[src/rtl/elev_pkg.sv]
// Shared definitions for the elevator request path and the elevator controller.
package elev_pkg;

    localparam int FLOORS       = 7;
    localparam int FLOOR_W      = 3;
    localparam int NF_W         = 4;
    localparam int NF_VALID_BIT = 3;

    // Floor 7 has no hall-up button and floor 1 has no hall-down button.
    localparam logic [FLOORS-1:0] UP_BTN_MASK = 7'b0111111;
    localparam logic [FLOORS-1:0] DN_BTN_MASK = 7'b1111110;

    typedef enum logic [1:0] {
        DIR_IDLE = 2'b00,
        DIR_UP   = 2'b01,
        DIR_DN   = 2'b10
    } dir_e;

    // Result of scanning a floor mask: lowest and highest set floor (1-based).
    typedef struct packed {
        logic               any;
        logic [FLOOR_W-1:0] lo;
        logic [FLOOR_W-1:0] hi;
    } pick_t;

    // Floors strictly above cur.
    function automatic logic [FLOORS-1:0] above_mask(input logic [FLOOR_W-1:0] cur);
        logic [FLOORS-1:0] m;
        for (int i = 0; i < FLOORS; i++) begin
            m[i] = (i >= int'(cur));
        end
        return m;
    endfunction

    // Floors strictly below cur.
    function automatic logic [FLOORS-1:0] below_mask(input logic [FLOOR_W-1:0] cur);
        logic [FLOORS-1:0] m;
        for (int i = 0; i < FLOORS; i++) begin
            m[i] = ((i + 1) < int'(cur));
        end
        return m;
    endfunction

    // Valid target word for floor f.
    function automatic logic [NF_W-1:0] target(input logic [FLOOR_W-1:0] f);
        logic [NF_W-1:0] t;
        t                  = '0;
        t[NF_VALID_BIT]    = 1'b1;
        t[FLOOR_W-1:0]     = f;
        return t;
    endfunction

endpackage

[src/rtl/floor_pick.sv]
// Finds the lowest and highest requested floor in a 7-bit floor mask.
module floor_pick
    import elev_pkg::*;
(
    input  logic [FLOORS-1:0] mask,
    output pick_t             pick
);

    // Lowest set floor wins the downward scan, highest wins the upward scan.
    always_comb begin
        pick = '0;
        for (int i = FLOORS - 1; i >= 0; i--) begin
            if (mask[i]) pick.lo = FLOOR_W'(i + 1);
        end
        for (int i = 0; i < FLOORS; i++) begin
            if (mask[i]) pick.hi = FLOOR_W'(i + 1);
        end
        pick.any = |mask;
    end

endmodule

[src/rtl/call_registry.sv]
// Call latches, lamps and SCAN target selection for the 7-floor elevator.
module call_registry #(
    parameter int FLOORS = elev_pkg::FLOORS
) (
    input  logic                        clk,
    input  logic                        reset,
    input  logic [FLOORS-1:0]           cab_btn,
    input  logic [FLOORS-1:0]           hall_up,
    input  logic [FLOORS-1:0]           hall_dn,
    input  logic [elev_pkg::FLOOR_W-1:0] floor_cur,
    input  logic [1:0]                  dir_cur,
    input  logic                        arrived,
    output logic [elev_pkg::NF_W-1:0]   new_floor,
    output logic [FLOORS-1:0]           cab_lamp,
    output logic [FLOORS-1:0]           up_lamp,
    output logic [FLOORS-1:0]           dn_lamp,
    output logic [1:0]                  sweep
);

    import elev_pkg::*;

    logic [FLOORS-1:0] cab_prev_q, cab_prev_d;
    logic [FLOORS-1:0] up_prev_q,  up_prev_d;
    logic [FLOORS-1:0] dn_prev_q,  dn_prev_d;
    logic [FLOORS-1:0] cab_q, cab_d;
    logic [FLOORS-1:0] up_q,  up_d;
    logic [FLOORS-1:0] dn_q,  dn_d;
    dir_e              sweep_q, sweep_d;
    logic [NF_W-1:0]   new_floor_q, new_floor_d;

    logic              cur_ok;
    logic [FLOORS-1:0] cur_onehot;
    logic [FLOORS-1:0] cab_clr, up_clr, dn_clr;
    logic [FLOORS-1:0] above, below;
    logic [FLOORS-1:0] req_all;
    logic [FLOOR_W-1:0] dist_up, dist_dn;

    pick_t cu_above, dn_above, cd_below, up_below, r_above, r_below;

    // Each scan only needs one end of its mask; the other end is collected here.
    logic [17:0] pick_unused;
    assign pick_unused = {cu_above.hi, dn_above.lo, cd_below.lo,
                          up_below.hi, r_above.hi, r_below.lo};

    // Button edge detection, arrival clears, and next latch values.
    always_comb begin
        cab_prev_d = cab_btn;
        up_prev_d  = hall_up;
        dn_prev_d  = hall_dn;

        cur_ok     = (floor_cur != '0);
        cur_onehot = '0;
        if (cur_ok) cur_onehot = FLOORS'(1) << (floor_cur - FLOOR_W'(1));

        cab_clr = '0;
        up_clr  = '0;
        dn_clr  = '0;
        if (arrived) begin
            cab_clr = cur_onehot;
            if ((dir_cur != DIR_DN) || (floor_cur == FLOOR_W'(1))) up_clr = cur_onehot;
            if ((dir_cur != DIR_UP) || (floor_cur == FLOOR_W'(7))) dn_clr = cur_onehot;
        end

        cab_d = (cab_q | (cab_btn & ~cab_prev_q)) & ~cab_clr;
        up_d  = (up_q  | (hall_up & ~up_prev_q))  & ~up_clr & UP_BTN_MASK;
        dn_d  = (dn_q  | (hall_dn & ~dn_prev_q))  & ~dn_clr & DN_BTN_MASK;
    end

    assign above   = above_mask(floor_cur);
    assign below   = below_mask(floor_cur);
    assign req_all = cab_q | up_q | dn_q;

    floor_pick u_cu_above (.mask((cab_q | up_q) & above), .pick(cu_above));
    floor_pick u_dn_above (.mask(dn_q & above),           .pick(dn_above));
    floor_pick u_cd_below (.mask((cab_q | dn_q) & below), .pick(cd_below));
    floor_pick u_up_below (.mask(up_q & below),           .pick(up_below));
    floor_pick u_r_above  (.mask(req_all & above),        .pick(r_above));
    floor_pick u_r_below  (.mask(req_all & below),        .pick(r_below));

    // SCAN policy: continue the current sweep, reverse, or settle to idle.
    always_comb begin
        sweep_d     = sweep_q;
        new_floor_d = new_floor_q;
        dist_up     = r_above.lo - floor_cur;
        dist_dn     = floor_cur - r_below.hi;
        if (cur_ok) begin
            case (sweep_q)
                DIR_UP: begin
                    if (cu_above.any)      new_floor_d = target(cu_above.lo);
                    else if (dn_above.any) new_floor_d = target(dn_above.hi);
                    else if (r_below.any)  sweep_d     = DIR_DN;
                    else                   sweep_d     = DIR_IDLE;
                end
                DIR_DN: begin
                    if (cd_below.any)      new_floor_d = target(cd_below.hi);
                    else if (up_below.any) new_floor_d = target(up_below.lo);
                    else if (r_above.any)  sweep_d     = DIR_UP;
                    else                   sweep_d     = DIR_IDLE;
                end
                default: begin
                    if ((req_all & cur_onehot) != '0) begin
                        new_floor_d = target(floor_cur);
                    end else if (r_above.any && (!r_below.any || (dist_up <= dist_dn))) begin
                        new_floor_d = target(r_above.lo);
                        sweep_d     = DIR_UP;
                    end else if (r_below.any) begin
                        new_floor_d = target(r_below.hi);
                        sweep_d     = DIR_DN;
                    end else begin
                        new_floor_d = '0;
                    end
                end
            endcase
        end
    end

    // Call latches and button edge registers.
    always_ff @(posedge clk or negedge reset) begin
        if (!reset) begin
            cab_prev_q <= '0;
            up_prev_q  <= '0;
            dn_prev_q  <= '0;
            cab_q      <= '0;
            up_q       <= '0;
            dn_q       <= '0;
        end else begin
            cab_prev_q <= cab_prev_d;
            up_prev_q  <= up_prev_d;
            dn_prev_q  <= dn_prev_d;
            cab_q      <= cab_d;
            up_q       <= up_d;
            dn_q       <= dn_d;
        end
    end

    // Sweep state and registered target.
    always_ff @(posedge clk or negedge reset) begin
        if (!reset) begin
            sweep_q     <= DIR_IDLE;
            new_floor_q <= '0;
        end else begin
            sweep_q     <= sweep_d;
            new_floor_q <= new_floor_d;
        end
    end

    assign new_floor = new_floor_q;
    assign cab_lamp  = cab_q;
    assign up_lamp   = up_q;
    assign dn_lamp   = dn_q;
    assign sweep     = sweep_q;

endmodule

[config.mk]
export PLATFORM = sky130hd
export DESIGN_NAME = call_registry
export DESIGN_NICKNAME = d
export VERILOG_FILES = /design/src/rtl/elev_pkg.sv /design/src/rtl/floor_pick.sv /design/src/rtl/call_registry.sv
export SDC_FILE = /design/constraint.sdc
export NUM_CORES = 1
export LEC_CHECK = 0
export ABC_AREA = 1
export CAP_MARGIN = 30
export CORE_AREA = 4 4 80 82
export CTS_BUF_LIST = sky130_fd_sc_hd__clkbuf_8
export DETAILED_ROUTE_END_ITERATION = 7
export DIE_AREA = 0 0 84 86
export GPL_ROUTABILITY_DRIVEN = 1
export PLACE_DENSITY = 0.82
export REMOVE_ABC_BUFFERS = 1
export SYNTH_ARGS = -nofsm -noshare
export SYNTH_HDL_FRONTEND = slang
export SYNTH_SLANG_ARGS = --single-unit
[constraint.sdc]
create_clock -name clk -period 3.4 [get_ports clk]
set_input_delay 0.68 -clock clk [delete_from_list [all_inputs] [get_ports clk]]
set_output_delay 0.68 -clock clk [all_outputs]
set_load 0.03 [all_outputs]
Yosys cells after proc, flatten, opt, wreduce, memory -nomap -nowiden
Cells that the tools add are included.
{ "word_totals": {"regBits": 45, "inputBits": 29, "elab_cells": 146} }
{ "op_classes": {"add_sub_neg": 3, "n_lt_le_gt_ge": 14, "eq_ne": 13, "shifts": 1, "muxes": 66, "bitwise_logic": 25, "reduce_logical": 16} }
{ "ops": {"columns": ["op", "n"], "rows": [
  ["$mux W3", 33],
  ["$and A7 B7 Y7", 8],
  ["$reduce_or A7 Y1", 6],
  ["$mux W2", 14],
  ["$mux W4", 7],
  ["$mux W7", 4],
  ["$not A7 Y7", 4],
  ["$or A7 B7 Y7", 4],
  ["$and A6 B6 Y6", 3],
  ["$and A7 B6 Y7", 2],
  ["$mux W6", 2],
  ["$not A6 Y6", 2],
  ["$ne A2 B2 Y1 const B", 5],
  ["$ge A3 B3 Y1 const A", 3],
  ["$lt A3 B3 Y1 const A", 3],
  ["$pmux W4 S2", 1],
  ["$or A7 B6 Y7", 1],
  ["$reduce_and A7 Y1", 1],
  ["$reduce_bool A7 Y1", 1],
  ["$shl A1 B3 Y7 const A", 1],
  ["$ge A1 B3 Y1 const A", 2],
  ["$ge A2 B3 Y1 const A", 2],
  ["$lt A2 B3 Y1 const A", 2],
  ["$or A6 B6 Y6", 1],
  ["other kinds (20)", 26]
]} }

Depth between registers and ports, before layout
Gate-level depths: netlist of the first run.
{ "logic_depth": {"ltp_word": 17, "depth_mapped": 30} }

Cells and area by module
Synthesis of the first run repeated with hierarchy kept, for this count alone.
{ "hier_totals": {"hier_cells": 527, "hier_area_um2": 3355.7} }
{ "modules_own_cells": {"columns": ["module", "instances", "cells_each", "area_each_um2", "seq_area_each_um2"], "rows": [
  ["call_registry", 1, 341, 2529.9, 1101.1],
  ["floor_pick", 6, 31, 137.6, 0.0]
]} }

Worst setup path before layout of the first run
Ideal clock, no wire load.
{ "synth_timing": {"kind": "input -> register", "start": "in floor_cur[1] (netlist bit)", "end": "reg new_floor_q[0], in the netlist new_floor[0]", "setup_ps": 117, "arrival_time_ps": 3423, "required_time_ps": 3283, "slack_ps": -139, "path_stages": 30, "n_path_buf": 1, "path_cell_list": "buf_6 -> nand3_4 -> nand2_1 -> inv_1 -> nand2_1 -> nand2_1 -> nand2_1 -> nand2_1 -> nand2_1 -> nand2_1 -> inv_1 -> ha_1 -> inv_1 -> fa_1 -> xor2_1 -> xor2_1 -> inv_1 -> ha_1 -> nand2_1 -> nor2_1 -> a31oi_1 -> inv_1 -> nor2_2 -> nor2_4 -> nand2_1 -> nand3_1 -> nand2_1 -> nand2_1 -> nand2_1 -> nand2_1"} }
{ "synth_between": {"elab_chain_cells": 16} }
{ "synth_lines": {"columns": ["element", "line", "text"], "rows": [
  ["start, declared", "call_registry.sv:10", "input logic [elev_pkg::FLOOR_W-1:0] floor_cur,"],
  ["$ge A3 B3 Y1 or $lt A1 B3 Y1 (tied branches)", "elev_pkg.sv:30, elev_pkg.sv:39", null],
  ["$and A7 B7 Y7 or $and A7 B6 Y7 (tied branches)", "call_registry.sv:77, call_registry.sv:78", null],
  ["$mux W3 or $mux W1 (tied branches)", "floor_pick.sv:13, floor_pick.sv:16", null],
  ["$mux W3 or $mux W2 (tied branches) (2 in series)", "floor_pick.sv:13, floor_pick.sv:16", null],
  ["$mux W3 (on tied branches) (4 in series)", "floor_pick.sv:13, floor_pick.sv:16", null],
  ["$sub A3 B3 Y3 (on tied branches)", "call_registry.sv:84, call_registry.sv:85", null],
  ["$le A3 B3 Y1", "call_registry.sv:103", "end else if (r_above.any && (!r_below.any || (dist_up <= dist_dn))) begin"],
  ["$logic_or A1 B1 Y1", "call_registry.sv:103", null],
  ["$logic_and A1 B1 Y1", "call_registry.sv:103", null],
  ["$mux W4", "call_registry.sv:103", null],
  ["$mux W4", "call_registry.sv:101", "if ((req_all & cur_onehot) != '0) begin"],
  ["$pmux W4 S2", "call_registry.sv:87", "case (sweep_q)"],
  ["end signal, assigned", "call_registry.sv:143", "new_floor_q <= new_floor_d;"],
  ["end, declared", "call_registry.sv:29", "logic [NF_W-1:0] new_floor_q, new_floor_d;"]
]} }
Several ways; a longest one is shown, not always the timed one. The select of a mux whose other input is x is not followed.
A chain may end at the register's enable or synchronous reset.

Worst setup path after layout of the first run
{ "layout_timing": {"start": "in floor_cur[1] (netlist bit)", "end": "reg new_floor_q[1], in the netlist new_floor[1]"} }
Same word-level chain as after synthesis.

==> summary.txt, run 1 <==
Yosys
  • Syn. warnings: 0
  • Synth top area cells: dfrtp_1 36%, nand2_1 14%, inv_1 8.8%, a21oi_1 6.4%, nand3_1 3.9%
  • Syn_area_per_cell: 7.21 um^2
  • Cell taking the most area after synthesis: dfrtp_1
  • Yosys reg bits: 44
  • Seq/Total Area, Yosys: 0.358
  • Top-area cell type share of the netlist area: 0.358
  • Most used DFF post-synth: dfrtp_1
  • Number of flops mapped to enable cells by yosys: 0
  • Fraction of registers with async set/reset: 1.00
  • Cell Area, Synth: 0.00307 mm^2
  • Synth Instances: 426
  • Synth cell types: 40

Critical path
  • Crit. Startpoint: floor_cur[1]
  • CP endpoint kind: flop
  • WS Path Type: input pin to flop
  • Worst reg2reg path startpoint: cab_lamp[6]$_DFF_PN0_
  • CP Data Required Time: 3.60 ns
  • Reg-to-Reg End: new_floor[1]$_DFFE_PN0P_
  • R2R cell count: 29
  • Worst R2R Setup Slack: -0.05 ns
  • CP Launch Type: input pin
  • Worst-path fanout max: 6
  • CP arrival: 3.71 ns
  • Critical path endpoint: new_floor[1]$_DFFE_PN0P_

Global routing
  • Busiest grt layer: met2
  • Met2 Use GR: 0.485
  • Largest net degree at the start of global routing: 45
  • Total Routing Usage GR: 0.276
  • Number of global-route vias before repair: 3517
  • Grt ovf: 0
  • First-pass GRT wire length: 15.9 mm
  • Global Route met1 Usage: 0.332
  • GRT met3 Usage: 0.0442
  • Initial antenna violation count: 0

Power
  • Max VDD drop: 0.352 mV
  • Cell Pwr Density: 473 mW/mm^2
  • Lkg Pwr: 2.40 nW

Clock tree
  • Clk Latency, worst-skew pair: 0.30 ns
  • Sink Count: 44
  • CTS tree: built
  • Clock slew at reported path FFs: 0.09 ns
  • Clk Tree Root Cell: clkbuf_8
  • H-Tree Depth: 2
  • Number of buffers created by CTS: 5
  • Hold Buf Count CTS: 0
  • Max Buffers Root-to-Sink: 2

Run status
  • Failing checks: negative setup slack
  • Status: finished, violations left

Die
  • # IOs: 56
  • Core ar.: 0.00575 mm^2
  • Row cnt: 28
  • Die width: 84 um
  • Starting Density: 0.535
  • Die area: 0.00722 mm^2
  • Die H: 86 um

Route
  • Drt first-iter violations: 197
  • Total number of vias: 3359
  • Via/cell ratio: 5.31
  • DRC: 0
  • Post-route ant nets: 0
  • Initial DRT Pass Iterations: 7
  • Final WL: 10.1 mm
  • Drt wl/cell: 16.0 um

Cells and area
  • Most frequent cells in the layout: 100 x nand2_1, 71 x buf_4, 70 x inv_1
  • Filler cell count: 422
  • Register area: 0.00110 mm^2
  • Final net count: 596
  • Area growth, synth to finish: 47.9%
  • Commonest non-fill, non-tap cell in the layout: nand2_1
  • Area of the multi-input gates: 0.00180 mm^2
  • Layout cell share with drive strength beyond 1: 0.299
  • Ant. Diodes: 0

STA
  • Worst slew pin tran: 0.728 ns
  • Fin crit period: 3.51 ns
  • Fmax: 285 MHz
  • Final setup vio count: 5
  • Final setup margin: -0.109 ns
  • Fin. Hold Viols: 0
  • Tcrit/Tclk final: 1.03
  • Worst Skew: 0.00610 ns
  • Worst slew margin: 0.513
  • RSZ-0062 raised after global routing: true
  • Worst hold margin: 0.184 ns
  • Max Slew Vio Count: 0

Flow run
  • Max Cap Violations: 0

Placed design
  • HPWL after DPL: 7.18 mm
  • IO Port Bufs: 51
  • Gpl congestion: 0.967
  • Pre-CTS WS: -0.897 ns

Worst hold path
  • Hold crit path type: input pin to asynchronous set/reset pin
critical path: stages:
cell and delay (ns):
buf_6 0.11, buf_12 0.14, o21ai_4 0.19, nand2_2 0.12
nand2_2 0.09, nand2_2 0.04, nand2_1 0.07, nand2_1 0.08
nand2_2 0.11, inv_2 0.05, ha_4 0.15, inv_2 0.05
fa_2 0.20, xor2_2 0.15, xor2_1 0.19, inv_1 0.10
ha_4 0.32, nand2_4 0.06, a31oi_4 0.21, inv_2 0.07
nor2_4 0.12, nor2_4 0.05, nand2_2 0.06, nand3_2 0.06
nand2_1 0.06, nand2_1 0.05, nand2_1 0.05, nand2_1 0.04
where the power goes:
part | switching (mW) | total (mW) | internal [mW]
registers | 0.0441 | 0.636 | 0.591
clock network | 0.192 | 0.336 | 0.143
logic | 0.687 | 1.18 | 0.490
total | 0.923 | 2.15 | 1.22
kinds of logic (layout without fill, tap and decap cells):
logic type / count (synthesis) / after routing / share of synthesized area
adder cells (fa/ha/maj): 10 / 10 / 0.0456
other: 1 / 2 / 0.00122
AND/OR/NAND/NOR: 218 / 218 / 0.356
AO/OA/AOI/OAI: 64 / 64 / 0.112
flip-flops: 44 / 44 / 0.358
buffers and inverters: 86 / 217 / 0.117
XOR/XNOR: 3 / 3 / 0.00856
repair_timing:
action | CTS | global route
pin swaps | 11 | 21
setup buffers | 19 | 2
cloned | 0 | 0
endpoints found under the setup margin | 5 | 5
resized for setup | 29 | 40
per-layer routing:
metal / vias up / share of wire
met5: - / 0
met4: 0 / 0.034
met3: 34 / 0.052
met2: 137 / 0.51
met1: 1586 / 0.40
li1: 1602 / -
flip-flops by register name, indices dropped and copies added, names as in the netlist:
register and cells:
cab_prev_q 7, up_lamp 6, cab_lamp 7, sweep 2, up_prev_q 6, dn_lamp 6, dn_prev_q 6, new_floor 4
metrics by stage:
stage / area (um^2) / setup TNS, ns / cells / util / power (mW)
final: 4540 / -0.438 / 633 / 0.791 / 2.15
after global placement: 4090 / -3.59 / 605 / 0.712 / 1.59
after floorplan: 3030 / 0 / 422 / - / 1.23
after CTS: 4380 / -0.0636 / 632 / 0.762 / 2.01
after global routing: 4540 / -1.14 / 633 / 0.791 / 2.29
after detailed placement: 4090 / -4.26 / 605 / 0.712 / 1.61
worst min path at each step:
stage	endpoint	depth (start not counted)	slack, ns	from
finish	cab_prev_q[0]$_DFF_PN0_	1	0.18	reset
global route	up_prev_q[0]$_DFF_PN0_	1	0.18	reset
CTS	new_floor[1]$_DFFE_PN0P_	2	0.49	new_floor[1]$_DFFE_PN0P_
detailed placement	new_floor[1]$_DFFE_PN0P_	2	0.47	new_floor[1]$_DFFE_PN0P_
global placement	new_floor[1]$_DFFE_PN0P_	2	0.47	new_floor[1]$_DFFE_PN0P_
floorplan	cab_lamp[0]$_DFF_PN0_	0	0.38	reset
synth_stat cells (all sizes together), types with 2 or more instances:
cell type,n
xor2,2
buf,5
a31oi,2
nand2,128
nand4,6
inv,80
nand3,31
nand3b,2
o21ai,17
dfrtp,44
nor2,46
a21oi,40
ha,8
nor3,4
fa,2
cell type report:
cell class,instances,share of cell area
clock buffer,5,0.0151
clock inverter,3,0.00441
inverter,81,0.0686
multi-input combinational,297,0.395
sequential,44,0.242
tap,75,0.0206
timing repair buffer,128,0.254
Note: power is estimated with default switching activity, not from simulation.
==> run 2, diff against run 1 <==
--- a/config.mk
+++ b/config.mk
@@ -7,12 +7,14 @@
 export LEC_CHECK = 0
 export ABC_AREA = 1
 export CAP_MARGIN = 30
-export CORE_AREA = 4 4 80 82
+export CELL_PAD_IN_SITES_DETAIL_PLACEMENT = 0
+export CELL_PAD_IN_SITES_GLOBAL_PLACEMENT = 1
+export CORE_AREA = 4 4 94 96
 export CTS_BUF_LIST = sky130_fd_sc_hd__clkbuf_8
 export DETAILED_ROUTE_END_ITERATION = 7
-export DIE_AREA = 0 0 84 86
+export DIE_AREA = 0 0 98 100
 export GPL_ROUTABILITY_DRIVEN = 1
-export PLACE_DENSITY = 0.82
+export PLACE_DENSITY_LB_ADDON = 0.1
 export REMOVE_ABC_BUFFERS = 1
 export SYNTH_ARGS = -nofsm -noshare
 export SYNTH_HDL_FRONTEND = slang
==> run 2 against run 1 <==
Against the previous run:
- the run now ends clean
- via count is 9.6% lower
- worst setup slack better by 0.23 ns
- sequential share of layout area is 0.75 points higher
- critical path depth is 1 higher
- die area is 36% higher
- combinational power is 10% lower
- sequential power hardly changed
- highest routed layer unchanged
==> summary.txt, run 2 (synthesized netlist as in run 1, its figures left out) <==
Clock tree
  • H-Tree Depth: 2 (unchanged)
  • CTS tree: built (unchanged)
  • Hold Buf Count CTS: 0 (unchanged)
  • Max Buffers Root-to-Sink: 2 (unchanged)
  • Clk Tree Root Cell: clkbuf_8 (unchanged)
  • Clock slew at reported path FFs: 0.10 ns (was 0.09 ns)
  • Clk Latency, worst-skew pair: 0.30 ns (about the same)
  • Sink Count: 44 (unchanged)
  • Number of buffers created by CTS: 5 (unchanged)

Placed design
  • Gpl congestion: 0.835 (was 0.967)
  • IO Port Bufs: 51 (unchanged)
  • Post-place instance area: 0.00417 mm^2 (was 0.00409 mm^2)
  • HPWL after DPL: 7.60 mm (was 7.18 mm)

Route
  • Via/cell ratio: 4.66 (was 5.31)
  • Post-route ant nets: 0 (unchanged)
  • Drt wl/cell: 14.0 um (was 16.0 um)
  • Drt first-iter violations: 99 (was 197)
  • Final WL: 9.09 mm (was 10.1 mm)
  • Total number of vias: 3035 (was 3359)
  • DRC: 0 (unchanged)
  • Initial DRT Pass Iterations: 4 (was 7)

STA
  • Worst Skew: 0.0111 ns (was 0.00610 ns)
  • Worst slew pin tran: 0.633 ns (was 0.728 ns)
  • Fmax: 305 MHz (was 285 MHz)
  • Tcrit/Tclk final: 0.964 (was 1.03)
  • RSZ-0062 raised after global routing: true (unchanged)
  • Fin crit period: 3.28 ns (was 3.51 ns)
  • Max Slew Vio Count: 0 (unchanged)
  • Worst slew margin: 0.573 (was 0.513)
  • Fin. Hold Viols: 0 (unchanged)
  • Final setup vio count: 0 (was 5)

Power
  • Max VDD drop: 0.216 mV (was 0.352 mV)
  • Reg power frac: 0.311 (was 0.296)
  • Cell Pwr Density: 463 mW/mm^2 (was 473 mW/mm^2)
  • Combinational Power Share: 0.518 (was 0.548)
  • Internal: 1.18 mW (was 1.22 mW)
  • Sw Pwr: 0.866 mW (was 0.923 mW)
  • Total power: 2.04 mW (was 2.15 mW)
  • Lkg Pwr: 2.31 nW (was 2.40 nW)
  • Sw Share: 0.424 (was 0.430)
  • Clock power share: 0.171 (was 0.156)

Critical path
  • CP endpoint kind: flop (unchanged)
  • Worst path most repeated cell: nand2_1 (unchanged)
  • WS Path Type: input pin to flop (unchanged)
  • CP max stage cell: fa_2 (was ha_4)
  • CP Data Required Time: 3.61 ns (was 3.60 ns)
  • Worst path max stage delay: 0.37 ns (was 0.32 ns)
  • CP arrival: 3.48 ns (was 3.71 ns)
  • Worst-path fanout max: 4 (was 6)
  • CP Launch Type: input pin (unchanged)
  • Worst reg2reg path startpoint: cab_lamp[4]$_DFF_PN0_ (was cab_lamp[6]$_DFF_PN0_)
  • Crit. Startpoint: floor_cur[1] (unchanged)

Cells and area
  • Ant. Diodes: 0 (unchanged)
  • Most frequent cells in the layout: 105 x nand2_1, 71 x inv_1, 59 x buf_4 (was 100 x nand2_1, 71 x buf_4, 70 x inv_1)
  • Filler cell count: 786 (was 422)
  • Area of the multi-input gates: 0.00172 mm^2 (was 0.00180 mm^2)
  • Post-route cell area: 0.00441 mm^2 (was 0.00454 mm^2)
  • Register area: 0.00110 mm^2 (unchanged)
  • Area growth, synth to finish: 43.5% (was 47.9%)
  • Layout cell share with drive strength beyond 1: 0.271 (was 0.299)
  • Final net count: 584 (was 596)
  • Commonest non-fill, non-tap cell in the layout: nand2_1 (unchanged)

Global routing
  • Grt ovf: 0 (unchanged)
  • First-pass GRT wire length: 15.0 mm (was 15.9 mm)
  • Total Routing Usage GR: 0.192 (was 0.276)
  • Number of global-route vias before repair: 3067 (was 3517)
  • Largest net degree at the start of global routing: 29 (was 45)
  • Initial antenna violation count: 0 (unchanged)

Die
  • Starting Density: 0.382 (was 0.535)
  • Row cnt: 33 (was 28)
  • # IOs: 56 (unchanged)
  • Die area: 0.00980 mm^2 (was 0.00722 mm^2)
  • Core ar.: 0.00805 mm^2 (was 0.00575 mm^2)
  • Die width: 98 um (was 84 um)
  • Die H: 100 um (was 86 um)

Flow run
  • Max Cap Violations: 0 (unchanged)

Worst hold path
  • Hold crit path type: input pin to asynchronous set/reset pin (unchanged)

Run status
  • Status: finished, final reports clean (was finished, violations left)
## run 2: cell types whose count changed in the layout (fill, tap and decap cells not counted), moves of 2 or more
| cell | previous run | this run |
|---|---|---|
| nand2_2 | 18 | 15 |
| nor2_2 | 8 | 10 |
| nor2_4 | 7 | 5 |
| buf_4 | 71 | 59 |
| nand2_1 | 100 | 105 |
| buf_12 | 5 | 3 |
| buf_8 | 0 | 2 |
## run 2: critical path, delay by kind of cell
family / cells / cell delay (ns)
buffers and inverters: 6 / 0.48
and+or+nand+nor: 17 / 1.03
xor gates and xnor gates: 2 / 0.33
AOI/OAI and AO/OA: 1 / 0.18
adders and majority gates: 3 / 0.76
## run 2: repair_timing
action / CTS / global route
endpoints found under the setup margin: 5 / 5
buffers inserted: 1 / 2
pin swaps: 5 / 18
resized for setup: 21 / 31
## run 2: path summary, 6_finish.rpt
path,slack (ns),to,cells past startpoint
min reg2reg,0.52,cab_lamp[2]$_DFF_PN0_,3
max,0.12,new_floor[0]$_DFFE_PN0P_,29
max reg2reg,0.18,new_floor[0]$_DFFE_PN0P_,27
min,0.30,cab_lamp[5]$_DFF_PN0_,1
max in group asynchronous,2.60,new_floor[1]$_DFFE_PN0P_,2
min in group clk,0.52,cab_lamp[2]$_DFF_PN0_,3
## run 2: per-stage QoR
step	hold slack, ns	utilization	instances	setup slack, ns	TNS [ns]
floorplan	0.384	-	422	0.0543	0
global placement	0.495	0.516	640	-0.732	-3.51
detailed placement	0.503	0.518	641	-0.813	-3.81
CTS	0.302	0.538	650	0.00148	0
global route	0.318	0.547	651	-0.0692	-0.119
finish	0.300	0.547	651	0.122	0
## run 2: final cells by class
cell class                 count  share of cell area
clock buffer                   5              0.0156
clock inverter                 3             0.00454
sequential                    44               0.250
multi-input combinational    297               0.391
inverter                      81              0.0712
tap                          105              0.0298
timing repair buffer         116               0.238
## run 2: per-layer routing
metal,routed length [um],track usage,up-vias
li1,-,-,1572
met1,4210,0.251,1390
met2,4450,0.334,60
met3,280,0.0285,13
met4,151,0.0501,0
met5,0,0,-
## run 2: power by group through the flow
stage	Combinational (mW)	Clock (mW)	Sequential (mW)
after global placement	0.977	0	0.642
after global routing	1.17	0.382	0.643
final	1.06	0.349	0.634
after floorplan	0.470	0	0.759
after CTS	1.01	0.357	0.634
after detailed placement	0.993	0	0.644
==> run 3, diff against run 2 <==
--- a/config.mk
+++ b/config.mk
@@ -9,10 +9,10 @@
 export CAP_MARGIN = 30
 export CELL_PAD_IN_SITES_DETAIL_PLACEMENT = 0
 export CELL_PAD_IN_SITES_GLOBAL_PLACEMENT = 1
-export CORE_AREA = 4 4 94 96
+export CORE_AREA = 2 2 97 99
 export CTS_BUF_LIST = sky130_fd_sc_hd__clkbuf_8
 export DETAILED_ROUTE_END_ITERATION = 7
-export DIE_AREA = 0 0 98 100
+export DIE_AREA = 0 0 99 101
 export GPL_ROUTABILITY_DRIVEN = 1
 export PLACE_DENSITY_LB_ADDON = 0.1
 export REMOVE_ABC_BUFFERS = 1
==> run 3 against run 2 <==
Against the previous run:
- clock-buffer cell count did not move
- core utilization fell by 4.1 points
- power rose by 3.7%
- sequential cell count did not move
- via count rose by 1.4%
- critical path depth fell by 3
- wire length rose by 2.5%
- non-clock buffer count rose by 4
- sequential share of layout area fell by 0.76 points
- hold slack barely moved
- final cell count rose by 1.5%
- maximum frequency rose by 0.29%
- largest cell class unchanged
==> summary.txt, run 3 (synthesized netlist as in run 1, its figures left out) <==
Global routing
  • Initial antenna violation count: 0 (unchanged)
  • Total Routing Usage GR: 0.194 (was 0.192)
  • Number of global-route vias before repair: 3170 (was 3067)
  • Grt ovf: 0 (unchanged)
  • First-pass GRT wire length: 15.4 mm (was 15.0 mm)
  • Largest net degree at the start of global routing: 28 (was 29)

Critical path
  • Worst reg2reg path startpoint: cab_lamp[4]$_DFF_PN0_ (unchanged)
  • CP Data Required Time: 3.65 ns (was 3.61 ns)
  • CP Launch Type: input pin (unchanged)
  • Reg-to-Reg End: new_floor[1]$_DFFE_PN0P_ (was new_floor[0]$_DFFE_PN0P_)
  • CP arrival: 3.51 ns (was 3.48 ns)
  • R2R cell count: 27 (unchanged)
  • Worst-path fanout max: 5 (was 4)
  • Worst R2R Setup Slack: 0.20 ns (was 0.18 ns)
  • WS Path Type: input pin to flop (unchanged)
  • CP endpoint kind: flop (unchanged)

Cells and area
  • Post-route cell area: 0.00455 mm^2 (was 0.00441 mm^2)
  • Most frequent cells in the layout: 103 x nand2_1, 67 x inv_1, 61 x buf_4 (was 105 x nand2_1, 71 x inv_1, 59 x buf_4)
  • Area growth, synth to finish: 48.0% (was 43.5%)
  • Commonest non-fill, non-tap cell in the layout: nand2_1 (unchanged)
  • Layout cell share with drive strength beyond 1: 0.300 (was 0.271)
  • Final net count: 588 (was 584)
  • Ant. Diodes: 0 (unchanged)

STA
  • Fin. Hold Viols: 0 (unchanged)
  • Worst slew pin tran: 0.566 ns (was 0.633 ns)
  • Worst slew margin: 0.619 (was 0.573)
  • Worst Skew: 0.0142 ns (was 0.0111 ns)
  • RSZ-0062 raised after global routing: true (unchanged)
  • Final setup vio count: 0 (unchanged)
  • Tcrit/Tclk final: 0.961 (was 0.964)
  • Fin crit period: 3.27 ns (was 3.28 ns)
  • Max Slew Vio Count: 0 (unchanged)
  • Fmax: 306 MHz (was 305 MHz)

Route
  • Drt first-iter violations: 133 (was 99)
  • Final WL: 9.32 mm (was 9.09 mm)
  • Total number of vias: 3078 (was 3035)
  • DRC: 0 (unchanged)
  • Drt wl/cell: 14.1 um (was 14.0 um)
  • Highest routed layer: met4 (unchanged)
  • Initial DRT Pass Iterations: 4 (unchanged)
  • DR WL met2: 4.53 mm (was 4.45 mm)
  • M1 WL: 4.45 mm (was 4.21 mm)
  • Via/cell ratio: 4.66 (about the same)
  • Metal3 WL: 215 um (was 280 um)
  • Post-route ant nets: 0 (unchanged)

Die
  • # IOs: 56 (unchanged)
  • Row cnt: 35 (was 33)
  • Die area: 0.0100 mm^2 (was 0.00980 mm^2)
  • Core ar.: 0.00898 mm^2 (was 0.00805 mm^2)
  • Starting Density: 0.342 (was 0.382)
  • Die width: 99 um (was 98 um)
  • Die H: 101 um (was 100 um)

Power
  • Max VDD drop: 0.200 mV (was 0.216 mV)
  • Total power: 2.12 mW (was 2.04 mW)
  • Lkg Pwr: 2.35 nW (was 2.31 nW)
  • Cell Pwr Density: 466 mW/mm^2 (was 463 mW/mm^2)

Clock tree
  • Clk Tree Root Cell: clkbuf_8 (unchanged)
  • H-Tree Depth: 2 (unchanged)
  • CTS tree: built (unchanged)
  • Max Buffers Root-to-Sink: 2 (unchanged)
  • Clock slew at reported path FFs: 0.09 ns (was 0.10 ns)
  • Clk Latency, worst-skew pair: 0.30 ns (about the same)
  • Sink Count: 44 (unchanged)
  • Hold Buf Count CTS: 0 (unchanged)
  • Number of buffers created by CTS: 5 (unchanged)

Flow run
  • Max Cap Violations: 0 (unchanged)

Run status
  • Status: finished, final reports clean (unchanged)

Placed design
  • HPWL after DPL: 7.54 mm (was 7.60 mm)
  • Gpl congestion: 0.840 (was 0.835)
  • IO Port Bufs: 51 (unchanged)
  • Post-place instance area: 0.00416 mm^2 (was 0.00417 mm^2)

Worst hold path
  • Hold crit path type: input pin to asynchronous set/reset pin (unchanged)
[run 3: cell count changes in the layout (fill, tap and decap cells not counted), moves of 2 or more]
cell	before	now
o21ai_2	1	3
a21oi_1	38	35
nand2_2	15	17
inv_2	8	12
buf_4	59	61
inv_1	71	67
a21oi_2	2	4
nor2_4	5	7
ha_1	6	4
nand2_1	105	103
buf_8	2	0
nor2_2	10	8
buf_12	3	5
[run 3: critical path, stage by stage]
cell and delay [ns]:
buf_6 0.11, buf_12 0.14, buf_12 0.12, nor2_8 0.12, buf_6 0.13, nand3_4 0.11, nand2_2 0.10, inv_2 0.04
ha_4 0.14, inv_2 0.05, fa_2 0.18, xor2_1 0.18, xor2_1 0.16, inv_1 0.09, ha_4 0.29, nand3_2 0.11
a31oi_4 0.16, buf_4 0.14, nand2_4 0.06, nand2_4 0.07, nand2_1 0.05, nand3_1 0.07, nand2_1 0.05, nand2_1 0.05
nand2_1 0.04, nand2_1 0.07
[run 3: layout make-up]
class                   count  area, um^2
fillers                   897        4430
multi-input cells         297        1790
repair buffers            120        1120
flip-flops and latches     44        1100
inverters                  81         312
well taps                 111         139
clock buffers               5        68.8
clock inverters             3        20.0
[run 3: how the worst max path moves through the flow]
stage	from	end	slack, ns	depth (start not counted)
after CTS	floor_cur[1]	new_floor[1]$_DFFE_PN0P_	0.01	30
after global routing	floor_cur[1]	new_floor[1]$_DFFE_PN0P_	-0.12	30
after floorplan	floor_cur[2]	new_floor[0]$_DFFE_PN0P_	0.05	29
after detailed placement	floor_cur[2]	new_floor[2]$_DFFE_PN0P_	-0.81	28
after global placement	floor_cur[2]	new_floor[2]$_DFFE_PN0P_	-0.76	28
final	floor_cur[1]	new_floor[1]$_DFFE_PN0P_	0.13	26
[run 3: metal layers]
metal	track usage	vias to the layer above
li1	-	1580
met1	0.262	1448
met4	0.0464	0
met2	0.334	42
met3	0.0222	8
met5	0	-
[run 3: per-stage QoR]
| stage | setup WS [ns] | cells | TNS, ns | utilization | hold slack, ns |
|---|---|---|---|---|---|
| 3_3_place_gp | -0.756 | 643 | -3.61 | 0.461 | 0.493 |
| 3_5_place_dp | -0.811 | 644 | -3.90 | 0.463 | 0.505 |
| 5_1_grt | -0.123 | 661 | -0.332 | 0.506 | 0.318 |
| 4_1_cts | 0.0109 | 661 | 0 | 0.494 | 0.309 |
| 2_1_floorplan | 0.0543 | 422 | 0 | - | 0.384 |
| 6_report | 0.131 | 661 | 0 | 0.506 | 0.300 |
[run 3: power by group]
group / leakage, nW / total, mW / switching, mW / internal (mW)
logic: 1.82 / 1.14 / 0.665 / 0.478
clock network: 0.0455 / 0.344 / 0.201 / 0.144
registers: 0.482 / 0.631 / 0.0394 / 0.591
[run 3: timing repair]
| item | CTS | global route |
|---|---|---|
| cloned | 1 | 0 |
| setup endpoints to repair | 5 | 5 |
| setup buffers | 8 | 1 |
| pin swaps | 11 | 16 |
| resized for setup | 36 | 28 |
